## config.mk

```make
export PLATFORM = sky130hd
export DESIGN_NAME = pbus_tmr
export DESIGN_NICKNAME = d
export VERILOG_FILES = /design/src/rtl/pbus_tmr_pkg.sv /design/src/rtl/pbus_tmr_bus_lane_merge.sv /design/src/rtl/pbus_tmr.sv
export SDC_FILE = /design/constraint.sdc
export NUM_CORES = 1
export LEC_CHECK = 0
export ABC_AREA = 1
export ABC_CLOCK_PERIOD_IN_PS = 5500
export CELL_PAD_IN_SITES_DETAIL_PLACEMENT = 0
export CELL_PAD_IN_SITES_GLOBAL_PLACEMENT = 1
export CORE_ASPECT_RATIO = 1.2
export CORE_MARGIN = 4
export CORE_UTILIZATION = 39
export CTS_CLUSTER_SIZE = 16
export DETAILED_ROUTE_END_ITERATION = 8
export GPL_TIMING_DRIVEN = 0
export PLACE_DENSITY = 0.82
export SLEW_MARGIN = 20
export SYNTH_ARGS = -nofsm -noshare
export SYNTH_HDL_FRONTEND = slang
export SYNTH_SLANG_ARGS = --single-unit
```

## constraint.sdc

```tcl
create_clock -name clk -period 5.5 [get_ports clk]
set_input_delay 1.65 -clock clk [delete_from_list [all_inputs] [get_ports clk]]
set_output_delay 1.65 -clock clk [all_outputs]
set_load 0.01 [all_outputs]
```

## src/rtl/pbus_tmr_pkg.sv

```systemverilog
// pbus_tmr_pkg: bus geometry, access-size codes, timer register offsets and CTRL bit indices
package pbus_tmr_pkg;
    localparam int XLEN        = 32;
    localparam int BUS_WIDTH   = 32;
    localparam int BUS_ACC_CNT = 3;
    localparam int ACC_W       = $clog2(BUS_ACC_CNT);
    localparam int TMR_SIZE    = 16;

    typedef enum logic [ACC_W-1:0] {
        ACC_BYTE = 2'd0,
        ACC_HALF = 2'd1,
        ACC_WORD = 2'd2
    } acc_e;

    localparam logic [3:0] TMR_CTRL_OFS = 4'h0;
    localparam logic [3:0] TMR_CNT_OFS  = 4'h4;
    localparam logic [3:0] TMR_CMP_OFS  = 4'h8;
    localparam logic [3:0] TMR_STAT_OFS = 4'hC;

    localparam int TMR_CTRL_EN = 0;
    localparam int TMR_CTRL_AR = 1;
    localparam int TMR_CTRL_IE = 2;

    // Byte lanes touched by an access of size acc starting at byte offset ofs
    function automatic logic [3:0] lane_mask(input logic [ACC_W-1:0] acc, input logic [1:0] ofs);
        return (acc == ACC_BYTE) ? 4'b0001 << ofs :
               (acc == ACC_HALF) ? 4'b0011 << ofs :
               (acc == ACC_WORD) ? 4'b1111 : 4'b0000;
    endfunction
endpackage

```

## src/rtl/pbus_tmr_bus_lane_merge.sv

```systemverilog
// bus_lane_merge: merges right-aligned sub-word write data into a register word and flags misaligned accesses
module bus_lane_merge
    import pbus_tmr_pkg::*;
(
    input  logic [BUS_WIDTH-1:0] old_i,
    input  logic [BUS_WIDTH-1:0] wdata_i,
    input  logic [ACC_W-1:0]     acc_i,
    input  logic [1:0]           ofs_i,
    output logic [BUS_WIDTH-1:0] merged_o,
    output logic                 misal_o
);
    logic [3:0]           mask;
    logic [BUS_WIDTH-1:0] bm;

    // Lane mask expanded to bits; a misaligned or unknown-size access leaves the word untouched
    always_comb begin
        mask     = lane_mask(acc_i, ofs_i);
        bm       = {{8{mask[3]}}, {8{mask[2]}}, {8{mask[1]}}, {8{mask[0]}}};
        misal_o  = (acc_i == ACC_HALF && ofs_i[0]) || (acc_i == ACC_WORD && ofs_i != 2'd0) ||
                   (acc_i != ACC_BYTE && acc_i != ACC_HALF && acc_i != ACC_WORD);
        merged_o = misal_o ? old_i : (old_i & ~bm) | ((wdata_i << {ofs_i, 3'b000}) & bm);
    end
endmodule

```

## src/rtl/pbus_tmr.sv

```systemverilog
// pbus_tmr: TMR peripheral-bus slave, 32-bit up counter with compare match, auto-reload and level irq (prescaler under TMR_PRESC_EN)
module pbus_tmr
    import pbus_tmr_pkg::*;
#(
    parameter int OFS_BITS    = 4,
    parameter int PRESC_WIDTH = 16
) (
    input  logic                 clk,
    input  logic                 rst,
    input  logic                 s_req,
    input  logic [XLEN-1:0]      s_addr,
    input  logic                 s_w_rb,
    input  logic [ACC_W-1:0]     s_acc,
    input  logic [BUS_WIDTH-1:0] s_wdata,
    output logic                 s_resp,
    output logic [BUS_WIDTH-1:0] s_rdata,
    output logic                 irq
);
    logic [OFS_BITS-1:0]  ofs;
    logic                 in_map, misal, wr, wr_ctrl, wr_cnt, wr_cmp, wr_stat, tick, hit;
    logic [BUS_WIDTH-1:0] sel, merged, rd_val, smask, ctrl_rd;
    logic [15:0]          presc_ext;
    logic [2:0]           ctrl_q, ctrl_d;
    logic [31:0]          cnt_q, cnt_d, cmp_q, cmp_d, rdata_q;
    logic                 match_q, match_d, irq_q, resp_q;
    logic                 unused_addr;

    assign ofs         = s_addr[OFS_BITS-1:0];
    assign unused_addr = ^s_addr[XLEN-1:OFS_BITS];

`ifdef TMR_PRESC_EN
    logic [PRESC_WIDTH-1:0] presc_q, presc_d, pcnt_q, pcnt_d;

    // Prescaler restarts on every CTRL write and wraps to 0 on each tick; frozen while EN = 0
    always_comb begin
        presc_ext = 16'(presc_q);
        tick      = ctrl_q[TMR_CTRL_EN] && pcnt_q == presc_q;
        presc_d   = wr_ctrl ? merged[16 +: PRESC_WIDTH] : presc_q;
        pcnt_d    = (wr_ctrl || tick) ? '0 : ctrl_q[TMR_CTRL_EN] ? pcnt_q + 1'b1 : pcnt_q;
    end

    // Prescaler state
    always_ff @(posedge clk or posedge rst) begin
        if (rst) begin
            presc_q <= '0;
            pcnt_q  <= '0;
        end else begin
            presc_q <= presc_d;
            pcnt_q  <= pcnt_d;
        end
    end
`else
    logic [PRESC_WIDTH-1:0] unused_presc;

    assign unused_presc = '0;
    assign presc_ext    = '0;
    assign tick         = ctrl_q[TMR_CTRL_EN];
`endif

    bus_lane_merge u_merge (
        .old_i   (sel),
        .wdata_i (s_wdata),
        .acc_i   (s_acc),
        .ofs_i   (ofs[1:0]),
        .merged_o(merged),
        .misal_o (misal)
    );

    // Register select, read extraction and next-state; a CNT write overrides the tick, a new MATCH beats W1C
    always_comb begin
        in_map  = (ofs >> 4) == '0;
        ctrl_rd = {presc_ext, 13'b0, ctrl_q};
        sel     = (ofs[3:2] == TMR_CTRL_OFS[3:2]) ? ctrl_rd :
                  (ofs[3:2] == TMR_CNT_OFS[3:2])  ? cnt_q :
                  (ofs[3:2] == TMR_CMP_OFS[3:2])  ? cmp_q : {31'b0, match_q};
        smask   = (s_acc == ACC_BYTE) ? 32'h0000_00FF : (s_acc == ACC_HALF) ? 32'h0000_FFFF : 32'hFFFF_FFFF;
        rd_val  = (in_map && !misal) ? (sel >> {ofs[1:0], 3'b000}) & smask : '0;
        wr      = s_req && s_w_rb && in_map && !misal;
        wr_ctrl = wr && ofs[3:2] == TMR_CTRL_OFS[3:2];
        wr_cnt  = wr && ofs[3:2] == TMR_CNT_OFS[3:2];
        wr_cmp  = wr && ofs[3:2] == TMR_CMP_OFS[3:2];
        wr_stat = wr && ofs[3:2] == TMR_STAT_OFS[3:2];
        hit     = cnt_q == cmp_q;
        ctrl_d  = wr_ctrl ? merged[2:0] : ctrl_q;
        cmp_d   = wr_cmp ? merged : cmp_q;
        cnt_d   = wr_cnt ? merged : !tick ? cnt_q : (hit && ctrl_q[TMR_CTRL_AR]) ? '0 : cnt_q + 1'b1;
        match_d = (tick && !wr_cnt && hit) || (match_q && !(wr_stat && merged[0]));
    end

    // Timer registers, registered irq and single-cycle bus response
    always_ff @(posedge clk or posedge rst) begin
        if (rst) begin
            ctrl_q  <= '0;
            cnt_q   <= '0;
            cmp_q   <= '0;
            match_q <= 1'b0;
            irq_q   <= 1'b0;
            resp_q  <= 1'b0;
            rdata_q <= '0;
        end else begin
            ctrl_q  <= ctrl_d;
            cnt_q   <= cnt_d;
            cmp_q   <= cmp_d;
            match_q <= match_d;
            irq_q   <= match_q && ctrl_q[TMR_CTRL_IE];
            resp_q  <= s_req;
            if (s_req && !s_w_rb) rdata_q <= rd_val;
        end
    end

    assign s_resp  = resp_q;
    assign s_rdata = rdata_q;
    assign irq     = irq_q;
endmodule

```

# Yosys cells after proc, flatten, opt, wreduce, memory -nomap -nowiden
# Cells that the tools add are included.
# totals
n_memories,0
output_inout_bits,34
register_bits,102
input_bits,70
mem_bits_rw,0
rom_bits,0
latch_bits,0
# op_classes
bitwise,5
mul,0
n_reduce_logical,29
magnitude_cmp,0
n_eq_ne,8
shifts,4
n_mux,13
addsub,1
div_mod_pow,0
# op_table
op,count
32-bit 2-to-1 mux,10
32-bit bitwise AND,3
"32-bit by 1-bit adder with 32-bit output, second input constant",1
32-bit == test,1
32-bit NOT,1
32-bit bitwise OR,1
32-bit by 5-bit << shifter with 32-bit output,1
32-bit by 5-bit >> shifter with 32-bit output,1
1-bit logical AND,17
4-bit 2-to-1 mux,3
"2-bit == test, second input constant",3
2-bit nonzero test,3
"2-bit by 1-bit == test with 1-bit output, second input constant",2
1-bit zero test,4
2-bit zero test,2
"1-bit by 2-bit << shifter with 4-bit output, first input constant",1
"2-bit by 2-bit << shifter with 4-bit output, first input constant",1
1-bit logical OR,3
"2-bit by 1-bit != test with 1-bit output, second input constant",1
"2-bit != test, second input constant",1

# Longest topological paths before layout
# logic_depth
word_depth,12
mapped_depth,15

# Hierarchy
# A second synthesis with hierarchy kept.
# unflattened
cells_unflattened,1245
area_unflattened_um2,7951.4
# by_module_without_submodules
mod,cells_per_inst,instances,seq_area_each_um2,area_per_inst_um2
pbus_tmr,944,1,2552.4,6593.8
bus_lane_merge,301,1,0.0,1357.6

# Worst setup path before layout
# No wires, ideal clock.
# synth_timing
kind,in2reg
startpoint,in s_addr[0]
endpoint,reg cnt_q[15]
arrival_ns,3.498
stages,12
setup_ns,0.124
setup_slack_ns,1.877
path_cell_list,inv_1 clkbuf_1 clkbuf_1 ha_1 o21ai_4 nor2_4 nand3_2 nand2_4 inv_2 buf_2 a22oi_1 nand2_1
# synth_between
elab_chain_cells,8
elab_cells_between_ends,20
# synth_lines
item,line_no,source
from (decl),pbus_tmr.sv:11,"input logic [XLEN-1:0] s_addr,"
"parallel branches: the longest is 8 deep, another holds 32-bit by 5-bit << shifter with 32-bit output",-,
to (signal assigned),pbus_tmr.sv:102,cnt_q <= cnt_d;
to (decl),pbus_tmr.sv:24,"logic [31:0] cnt_q, cnt_d, cmp_q, cmp_d, rdata_q;"
# Several ways; the timed one is not identified.
# A chain may end at the register's enable or synchronous reset.

# Worst setup path after layout
# layout_timing
startpoint,in s_addr[0]
endpoint,reg cnt_q[2]
# Same word-level chain as after synthesis.

==> flow_summary_export.csv <==
group,metric,value,unit
setup_path,r2r-start,"cnt_q[22]",
setup_path,cp-end-kind,"flip-flop",
floorplan,die_x,132.7,um
pwr,leakagePower,3.968,nW
cts,postCtsSetupRepairBufs,0,
setup_path,path_max_fanout,11,
global_routing,grt_pass1_vias,7717,
yosys,ys_seq_area_share,35.05,%
yosys,syn_area_per_cell,6.537,um^2
pwr,totalPowerFinal,3.021,mW
setup_path,cp_top_family,"buffers and inverters",
layout,drive_above_1_share,5.224,%
sta,period_share,86.70,%
yosys,synth_largest_area_cell,"dfrtp_1",
floorplan,die_h,157.7,um
detailed_routing,vias_per_cell,5.295,
detailed_routing,drt_pass1_iterations,5,
detailed_routing,vias,7572,
detailed_routing,initialDrtViolationCount,618,
yosys,synth_area,7282,um^2
cts,clockBufferDepth,2,
cts,ctsHoldBuffers,0,
layout,finalNetCount,1276,
sta,fin_crit,4.769,ns
layout,antennaDiodeCount,0,
setup_path,worstPathArrival,5.01,ns
layout,fin_util,47.65,%
sta,relSlewSlack,51.32,%
floorplan,start_util,39.92,%
layout,final_area,8692,um^2
setup_path,crit_start,"s_addr[0]",
yosys,synthesis.instances,1114,
yosys,syn-num-nets,1189,
global_routing,grt_use_total,28.07,%
detailed_routing,wl_per_cell,20.09,um
layout,syn2layout_area_growth,19.36,%
floorplan,dieArea,20930,um^2
global_routing,grt-ovfl-total,0,
global_routing,grt-busiest-layer,"met2",
sta,fmax,209.7,MHz
sta,hold_viol_final,0,
global_routing,use_met2,48.11,%
cts,clk_latency,0.36,ns
cts,cts_tree,"built",
setup_path,path_buf_inv,6,
place,gp_congestion,0.9736,
yosys,synth_seq_cells,102,
global_routing,met1_usage,33.65,%
cts,root_buffer,"clkbuf_16",
place,numPortBuffers,75,
hold_path,min_from,"s_rdata[15]",
yosys,ys_warn_count,0,
detailed_routing,drt-total-wl,28720,um
setup_path,crit_path_max_incr_delay,0.55,ns
run_status,run_status,"finished clean",
pwr,p_per_area,347.6,nW/um^2
setup_path,path_cells,"clkdlybuf4s50_1 -> inv_1 -> clkbuf_1 -> clkbuf_1 -> ha_1 -> o21ai_4 -> nor2_4 -> nand3_2 -> nand2_1 -> inv_2 -> nand2_1 -> buf_2 -> o21ai_1",
setup_path,path_class,"in -> reg",
global_routing,grt_max_degree,74,
layout,fillers,1957,
cts,clock_sinks,102,
pwr,ir_drop,0.1275,mV
floorplan,core_area,18240,um^2
sta,fin_skew,0.006055,ns
yosys,synthArstFlopShare,100.0,%
sta,setup_viol,0,
setup_path,slowest_stage,"clkdlybuf4s50_1",
sta,finalMaxSlewViolations,0,
sta,grt_setup_unrepaired,"false",
setup_path,worstPathRequired,5.74,ns
detailed_routing,postRouteAntennaNets,0,
cts,cts_resized,0,
yosys,yosysMostFrequentCell,"nand2_1",
cts,htree_levels,3,
global_routing,antenna_found_initial,0,
sta,setup_tns,0,ns
global_routing,grt_use_met3,4.450,%
floorplan,rows,54,
yosys,synth-edff-count,0,
detailed_routing,drc_errors,0,
yosys,yosys.area.top_type_share,35.05,%
job,drv_cap,0,
cts,cts_buffers,9,
place,dp_hpwl,23320,um
sta,tightestPinTransition,0.7208,ns
hold_path,hold_class,"reg -> reg",
setup_path,reg2reg_slack,3.40,ns
place,dpl_cell_area,8346,um^2
yosys,synth_cell_types,37,
floorplan,ios,104,
global_routing,grt_pass1_wl,44890,um
yosys,yosys-top-cells-area,"dfrtp_1, nand2_1, o21ai_0, inv_1, nand3_1",
setup_path,worstSetupStartpointType,"input pin",
yosys,synthFlopType,"dfrtp_1",
cts,path_clk_slew,0.07,ns
yosys,synthTopCellsByCount,"nand2_1, inv_1, o21ai_0",
power breakdown:
group	total, mW	switching (mW)	internal (mW)
clock network	0.772	0.313	0.459
logic	1.14	0.720	0.417
registers	1.11	0.186	0.926
kinds of logic after synthesis:
| logic type | Yosys count | share of synthesized area, % |
|---|---|---|
| buffers and inverters | 190 | 10.50 |
| AND/OR/NAND/NOR | 564 | 32.29 |
| AO/OA/AOI/OAI | 205 | 15.43 |
| flip-flops | 102 | 35.05 |
| multiplexers | 6 | 0.8248 |
| adder cells (fa/ha/maj) | 5 | 0.8591 |
| XOR/XNOR | 42 | 5.052 |
layer usage:
layer / wire length [um] / vias up
li1: - / 3740
met1: 11800 / 3471
met2: 13660 / 280
met3: 1483 / 81
met4: 1774 / 0
met5: 0 / -
registers in the layout (all words and copies together), names as in the netlist:
name,cells
ctrl_q,3
match_q,1
s_resp,1
cnt_q,32
irq,1
s_rdata,32
cmp_q,32
worst paths after layout:
check,end,depth (start not counted)
worst max-delay path,cnt_q[2],13
worst min-delay path,s_rdata[15],2
worst max register to register,cnt_q[2],10
worst min register to register,s_rdata[15],2
max in group asynchronous,cnt_q[14],3
min in group asynchronous,s_rdata[26],2
cell type report:
type                    count  area (um^2)  share of cell area, %
multi-input cells         822         3965                  45.62
flip-flops and latches    102         2552                  29.37
repair buffers             76        778.2                  8.953
inverters                 136        515.5                  5.931
well taps                 224        280.3                  3.224
plain buffers              54        254.0                  2.922
clock buffers              11        242.7                  2.793
clock inverters             5        103.9                  1.195
layout by cell type (no fill, tap or decap), types with 2 or more instances in the layout:
| cell | Yosys | final |
|---|---|---|
| xnor2_1 | 24 | 24 |
| nor2_2 | 4 | 4 |
| nor2_1 | 57 | 57 |
| nand4_1 | 16 | 16 |
| nand2_1 | 383 | 383 |
| or2_2 | 2 | 2 |
| inv_2 | 4 | 4 |
| clkbuf_1 | 22 | 23 |
| nand3_1 | 71 | 71 |
| ha_1 | 5 | 5 |
| bufinv_16 | 0 | 3 |
| nor3_1 | 18 | 18 |
| mux2i_1 | 6 | 6 |
| nor2_4 | 3 | 3 |
| inv_6 | 0 | 2 |
| buf_4 | 7 | 7 |
| buf_2 | 20 | 20 |
| buf_1 | 5 | 5 |
| a21oi_1 | 24 | 24 |
| dfrtp_1 | 102 | 102 |
| o21ai_0 | 108 | 108 |
| o211ai_1 | 5 | 5 |
| o22ai_1 | 26 | 26 |
| o21a_1 | 6 | 6 |
| clkdlybuf4s50_1 | 0 | 75 |
| inv_1 | 131 | 130 |
| o41ai_1 | 3 | 3 |
| a22oi_1 | 2 | 2 |
| clkbuf_16 | 0 | 9 |
| nand3b_1 | 6 | 6 |
| xor2_1 | 18 | 18 |
| o21ai_1 | 27 | 27 |
metrics by stage:
step	worst slack [ns]	hold slack, ns	std cells
final	0.7314	0.4877	1430
after global routing	0.4817	0.5209	1430
after CTS	0.7319	0.4917	1430
after detailed placement	0.3561	0.4639	1414
after global placement	-0.6631	0.4641	1413
after floorplan	1.175	0.4539	1114
worst reg2reg max path: cells and delay by family, from the launching register on:
family | cells | cell delay (ns)
AND/OR/NAND/NOR | 7 | 0.98
buffers and inverters | 2 | 0.43
flip-flops | 1 | 0.48
AO/OA/AOI/OAI | 1 | 0.09
No activity file was read; power rests on OpenSTA's default activity.
